--- src/rtl/cc_stack_unit.sv ---
// Condition-code unit for the SLC-3 datapath: N/Z/P generation, BR evaluation,
// and a LIFO of saved codes for interrupt/trap entry and exit with sticky errors.
module cc_stack_unit #(
  parameter int WIDTH = 16,
  parameter int DEPTH = 4
) (
  input  logic                     Clk,
  input  logic                     Reset,
  input  logic                     LD,
  input  logic [WIDTH-1:0]         in,
  input  logic                     unsigned_mode,
  input  logic                     push,
  input  logic                     pop,
  input  logic [2:0]               br_mask,
  input  logic                     err_clr,
  output logic [2:0]               nzp,
  output logic                     cc_valid,
  output logic                     br_en,
  output logic                     full,
  output logic                     empty,
  output logic [$clog2(DEPTH):0]   level,
  output logic                     ovf_err,
  output logic                     unf_err
);

  localparam int AW = $clog2(DEPTH);

  logic [2:0]    r_stack [DEPTH];
  logic [AW:0]   r_level;
  logic [2:0]    r_nzp;
  logic          r_cc_valid;
  logic          r_ovf_err;
  logic          r_unf_err;

  logic [2:0]    w_code;
  logic          w_full;
  logic          w_empty;
  logic          w_push_only;
  logic          w_pop_only;
  logic          w_push_ok;
  logic          w_pop_ok;
  logic [AW-1:0] w_wr_idx;
  logic [AW-1:0] w_rd_idx;

  // NOTE: every signal assigned in always_comb gets a default first so no latch is inferred.
  always_comb begin
    w_code = 3'b001;
    if (in == '0)
      w_code = 3'b010;
    else if (!unsigned_mode && in[WIDTH-1])
      w_code = 3'b100;
  end

  assign w_full      = (r_level == (AW+1)'(DEPTH));
  assign w_empty     = (r_level == '0);
  assign w_push_only = push & ~pop;
  assign w_pop_only  = pop & ~push;
  assign w_push_ok   = w_push_only & ~w_full;
  assign w_pop_ok    = w_pop_only & ~w_empty;
  assign w_wr_idx    = r_level[AW-1:0];
  // When full the low bits wrap to 0, so subtracting one still lands on DEPTH-1.
  assign w_rd_idx    = r_level[AW-1:0] - AW'(1);

  // NOTE: sequential state uses non-blocking assignments so every flop samples pre-edge values.
  always_ff @(posedge Clk) begin
    if (Reset) begin
      r_level    <= '0;
      r_nzp      <= 3'b000;
      r_cc_valid <= 1'b0;
      r_ovf_err  <= 1'b0;
      r_unf_err  <= 1'b0;
    end else begin
      if (w_pop_ok) begin
        r_nzp      <= r_stack[w_rd_idx];
        r_level    <= r_level - (AW+1)'(1);
        r_cc_valid <= 1'b1;
      end else begin
        if (w_push_ok)
          r_level <= r_level + (AW+1)'(1);
        if (LD) begin
          r_nzp      <= w_code;
          r_cc_valid <= 1'b1;
        end
      end
      // A new error outranks a same-cycle clear.
      r_ovf_err <= (w_push_only & w_full)  | (r_ovf_err & ~err_clr);
      r_unf_err <= (w_pop_only  & w_empty) | (r_unf_err & ~err_clr);
    end
  end

  // NOTE: stack storage is deliberately not reset; entries above the top pointer are never read.
  always_ff @(posedge Clk) begin
    if (!Reset && w_push_ok)
      r_stack[w_wr_idx] <= r_cc_valid ? r_nzp : 3'b000;
  end

  assign nzp      = r_nzp;
  assign cc_valid = r_cc_valid;
  assign br_en    = r_cc_valid & |(br_mask & r_nzp);
  assign full     = w_full;
  assign empty    = w_empty;
  assign level    = r_level;
  assign ovf_err  = r_ovf_err;
  assign unf_err  = r_unf_err;

endmodule
--- config.mk ---
export PLATFORM = sky130hd
export DESIGN_NAME = cc_stack_unit
export DESIGN_NICKNAME = d
export VERILOG_FILES = /design/src/rtl/cc_stack_unit.sv
export SDC_FILE = /design/constraint.sdc
export NUM_CORES = 1
export LEC_CHECK = 0
export ABC_AREA = 1
export CAP_MARGIN = 20
export CORE_ASPECT_RATIO = 1.75
export CORE_MARGIN = 5
export CORE_UTILIZATION = 40
export CTS_BUF_LIST = sky130_fd_sc_hd__clkbuf_16
export DETAILED_ROUTE_END_ITERATION = 12
export PLACE_DENSITY_LB_ADDON = 0.12
export SKIP_LAST_GASP = 1
export SYNTH_ARGS = -nofsm -noshare
export SYNTH_HDL_FRONTEND = slang
export SYNTH_SLANG_ARGS = --single-unit
--- constraint.sdc ---
create_clock -name Clk -period 1.84 [get_ports Clk]
set_input_delay 0.368 -clock Clk [delete_from_list [all_inputs] [get_ports Clk]]
set_output_delay 0.368 -clock Clk [all_outputs]
set_load 0.02 [all_outputs]
# Yosys cells after proc, flatten, opt, wreduce, memory -nomap -nowiden

Memories as Yosys holds them, arrays and structs flattened.
Index checks and enable logic that the tools add are counted.

Flip-flop bits (word level): 9
Latch bits: 0
Bits in writable memories: 12
Bits in read-only memories: 0
Input port bits: 26
Output and inout port bits: 12
Word-level logic and storage cells: 47
Memories: 1

Memory list:

| name    | words | width | rd ports | clocked after Yosys merged registers in | wr ports | line | text |
|---|---|---|---|---|---|---|---|
| r_stack | 4     | 3     | 1        | 0                                       | 1        | 28   | `logic [2:0] r_stack [DEPTH];` |

Add/subtract/negate cells: 3
Multiply operators: 0
Divide/modulo/power cells: 0
Order comparisons: 0
Eq/ne operators: 1
Shift operators: 0
Muxes and demuxes: 11
Bitwise operators: 17
Reductions and logical operators: 9

Operator list:

| operator              | number |
|---|---|
| $mux W3               | 7 |
| $logic_not A16 Y1     | 1 |
| $and A1 B1 Y1         | 9 |
| $not A1 Y1            | 5 |
| $mux W1               | 4 |
| $reduce_bool A2 Y1    | 2 |
| $add A3 B1 Y3 const B | 1 |
| $and A3 B3 Y3         | 1 |
| $eq A3 B3 Y1 const B  | 1 |
| $logic_not A3 Y1      | 1 |
| $reduce_or A3 Y1      | 1 |
| $sub A3 B1 Y3 const B | 1 |
| $logic_and A1 B1 Y1   | 2 |
| $logic_not A1 Y1      | 2 |
| $or A1 B1 Y1          | 2 |
| $sub A2 B1 Y2 const B | 1 |

# Logic depth before layout (Yosys ltp)

Depth in word-level cells: 6
Mapped depth: 12
Depth with buffers taken out: 11

# Least setup slack after synthesis

OpenSTA, ideal clock, no wires.

Path type: register -> register
Start: register r_level[0] (netlist: level[0])
End: register r_level[2] (netlist: level[2])
Setup time: 0.115 ns
Arrival: 1.771 ns
Required time: 1.725 ns
Setup slack: -0.047 ns
Cell stages (with the launch flop): 12
Buffers on the path: 1
Clock period less this slack: 1.887 ns
Path through: dfxtp_1 buf_4 inv_4 ha_1 nand2_2 nand2_4 xor2_1 ha_1 inv_1 nand2_1 a21oi_1 nor2_1

Word-level cells in the longest chain between the ends: 4
Elaborated cells on any way between the ends: 11
Classes of those cells: add/sub (2); eq/ne (1); mux (2); bitwise (4); reduce/logical (2)

Ends and longest elaborated chain:

| item                                                  | line | text |
|---|---|---|
| start: declaration                                    | 29   | `logic [AW:0] r_level;` |
| start signal: assignment                              | 75   | `r_level <= r_level - (AW+1)'(1);` |
| start signal: assignment                              | 79   | `r_level <= r_level + (AW+1)'(1);` |
| branches (longest 4 deep; another with $add A3 B1 Y3) | n/a  |  |

Several ways; the timed one is not identified. The select of a mux whose other input is x is not followed.
A chain may end at the register's enable or synchronous reset.

# Worst setup path after layout

Start: register r_level[0] (netlist: level[0])
End: output level[0]

RTL lines:

| item             | line | text |
|---|---|---|
| end: declaration | 21   | `output logic [$clog2(DEPTH):0] level,` |

No word-level cell between the ends.

==> out/qor.yml <==
run_status:
  outcome: "completed"
timing:
  fin_tns_setup_ps: 0
  max_slew_margin_pct: 81.12
  worst_slew_pin_slew_ps: 282.1
  rsz0062_at_grt: "no"
  setup_slack_ps: 68.33
  min_period_ps: 1772
  finClkSkew_ps: 1.316
  setup_violations: 0
  fin_crit_sh_pct: 96.29
  fmax_mhz: 564.4
  finalMaxSlewViolations: 0
  hold_viol: 0
placement:
  place_congestion: 0.7809
  dpl-instance-area_um2: 1599
  hpwl_um: 2318
  io_buffers: 37
  dp_cells: 216
  place_ws_ps: -182.2
finish:
  multi_input_comb_area_um2: 493.0
  seq_area_um2: 541.8
  final_layout_size_suffix_gt1_share_pct: 12.44
  n_antenna_cell: 0
  stdcell_area_um2: 1674
  fin_cells: 220
  n_fill_cell: 259
  nets: 225
  areaGrowthSynthToFinish_pct: 48.67
synthesis:
  synthCells: 143
  yosysUniqueCellTypes: 20
  netlist_top_cells_count: "35 x nand2_1, 22 x nor2_1, 21 x inv_1"
  synth_area_per_cell_um2: 7.875
  synth_top_area_share_pct: 32.00
  ys_warn_count: 0
  async_flop_share_pct: 0
  synthTopCellsByArea: "edfxtp_1 32%, dfxtp_1 16%, nand2_1 12%"
  synth-main-ff-cell: "edfxtp_1"
  synth_most_common_cell: "nand2_1"
  synth_top_area_cell: "edfxtp_1"
  netlist_area_um2: 1126
  synth_seq_cells: 21
  ys_seq_area_share_pct: 48.00
  syn-num-nets: 174
  synth-edff-count: 12
cts:
  post_cts_buffers: 0
  path_clk_slew_ps: 50
  cts_buffers: 3
  cts_tree: "yes"
  insertion_delay_ps: 250
  cts.sink_count: 21
  h-tree-depth: 1
  clockBufferDepth: 2
  cts_root_buffer: "clkbuf_16"
run:
  cap_violations: 0
die:
  die-area_um2: 4018
  die_w_um: 50.11
  core_area_um2: 2721
  num_rows: 25
  start_util_pct: 41.38
  die_h_um: 80.19
  ios: 38
power:
  seqPwrFrac_pct: 39.2
  swShare_pct: 27.67
  p_int_uw: 1003
  p_sw_uw: 383.5
  total_power_uw: 1386
  p_clk_share_pct: 31.4
  vdd_drop_max_uv: 584.2
  power_density_nw_per_um2: 828.1
  p_comb_share_pct: 29.4
  cellLeakagePower_uw: 0.0007615
worst_setup_path:
  cp-end-kind: "output port"
  startpoint_type: "register"
  crit_fanout: 12
  crit_arrival_ps: 1400
  required_ps: 1470
  crit_type: "register to output port"
detailed_routing:
  drc_errors: 0
  detail_route.wl_per_cell_um: 12.37
  viasPerCell: 4.814
  ant_nets: 0
  finalWirelength_um: 2722
  via_count: 1059
  drt_iter0_drc: 11
  firstDrtPassIters: 4
global_routing:
  grt_pass1_wl_um: 4588
  first_global_vias: 1103
  antenna_found_initial: 0
  grt_max_degree: 13
  grt.total_usage_pct: 14.48
  overflow: 0
min_path:
  hp-class: "register to register"
==> area by class of cell <==
cell class	instances	share of cell area (%)
flip-flops and latches	21	32.36
multi-input cells	99	29.45
repair buffers	47	26.38
inverters	22	5.082
clock buffers	3	4.484
well taps	27	2.018
clock inverters	1	0.2242
==> critical path, cell delays in order (launching register included) <==
cell and delay, ps:
dfxtp_2 340, buf_4 190, clkdlybuf4s50_1 620
==> final timing paths <==
kind                                            start                    end  slack [ps]  cells past startpoint
worst max-delay path            level[0]$_SDFFE_PP0P_               level[0]          70                      2
worst max register to register  level[0]$_SDFFE_PP0P_  level[2]$_SDFFE_PP0P_         310                     10
worst min register to register     unf_err$_SDFF_PP0_     unf_err$_SDFF_PP0_         460                      2
worst min-delay path               unf_err$_SDFF_PP0_     unf_err$_SDFF_PP0_         460                      2
==> what timing repair did <==
action,4_1_cts,5_1_grt
resized for setup,3,0
hold buffers,0,0
endpoints found under the hold margin,0,0
setup endpoints to repair,3,0
==> registers in the layout, indices dropped and copies added, names as in the netlist <==
register  flops
cc_valid      1
level         3
nzp           3
ovf_err       1
r_stack      12
unf_err       1
==> per-layer routing <==
layer	part of all wire [%]	routed length, um	track usage, %
met1	36	978	14.57
met2	59	1598	28.97
met3	4.7	128	1.670
met4	0.62	17	4.724
met5	0	0	0
==> placed cells by master, fill, tap and decap left out, drive strengths merged <==
| cell type | Yosys | layout |
|---|---|---|
| a21oi | 8 | 8 |
| buf | 1 | 10 |
| clkbuf | 0 | 3 |
| clkdlybuf4s50 | 0 | 34 |
| dfxtp | 9 | 9 |
| dlygate4sd2 | 0 | 3 |
| edfxtp | 12 | 12 |
| ha | 5 | 5 |
| inv | 22 | 23 |
| nand2 | 39 | 39 |
| nand3 | 15 | 15 |
| nand4 | 1 | 1 |
| nor2 | 26 | 26 |
| o21ai | 3 | 3 |
| o31ai | 1 | 1 |
| xor2 | 1 | 1 |
==> stage by stage <==
stage                     hold slack [ps]  utilization (%)
final                               464.6            61.52
after global routing                500.8            61.52
after CTS                           472.7            61.52
after detailed placement            456.8            58.76
after global placement              456.2            58.76
after floorplan                     437.1                -
==> power by group through the flow <==
stage	Clock, uW	Sequential, uW	Combinational, uW
final	435	544	407
after global routing	463	548	452
after global placement	0	554	409
after floorplan	0	579	193
after CTS	448	544	413
after detailed placement	0	554	418
==> logic make-up after synthesis <==
logic type | count (synthesis) | share of synthesized area [%]
DFF | 21 | 48.00
and+or+nand+nor | 81 | 31.56
buffers and inverters | 23 | 8.223
AOI/OAI and AO/OA | 12 | 5.889
xor gates and xnor gates | 1 | 0.7779
adders and majority gates | 5 | 5.556
No activity file was read; power rests on OpenSTA's default activity.
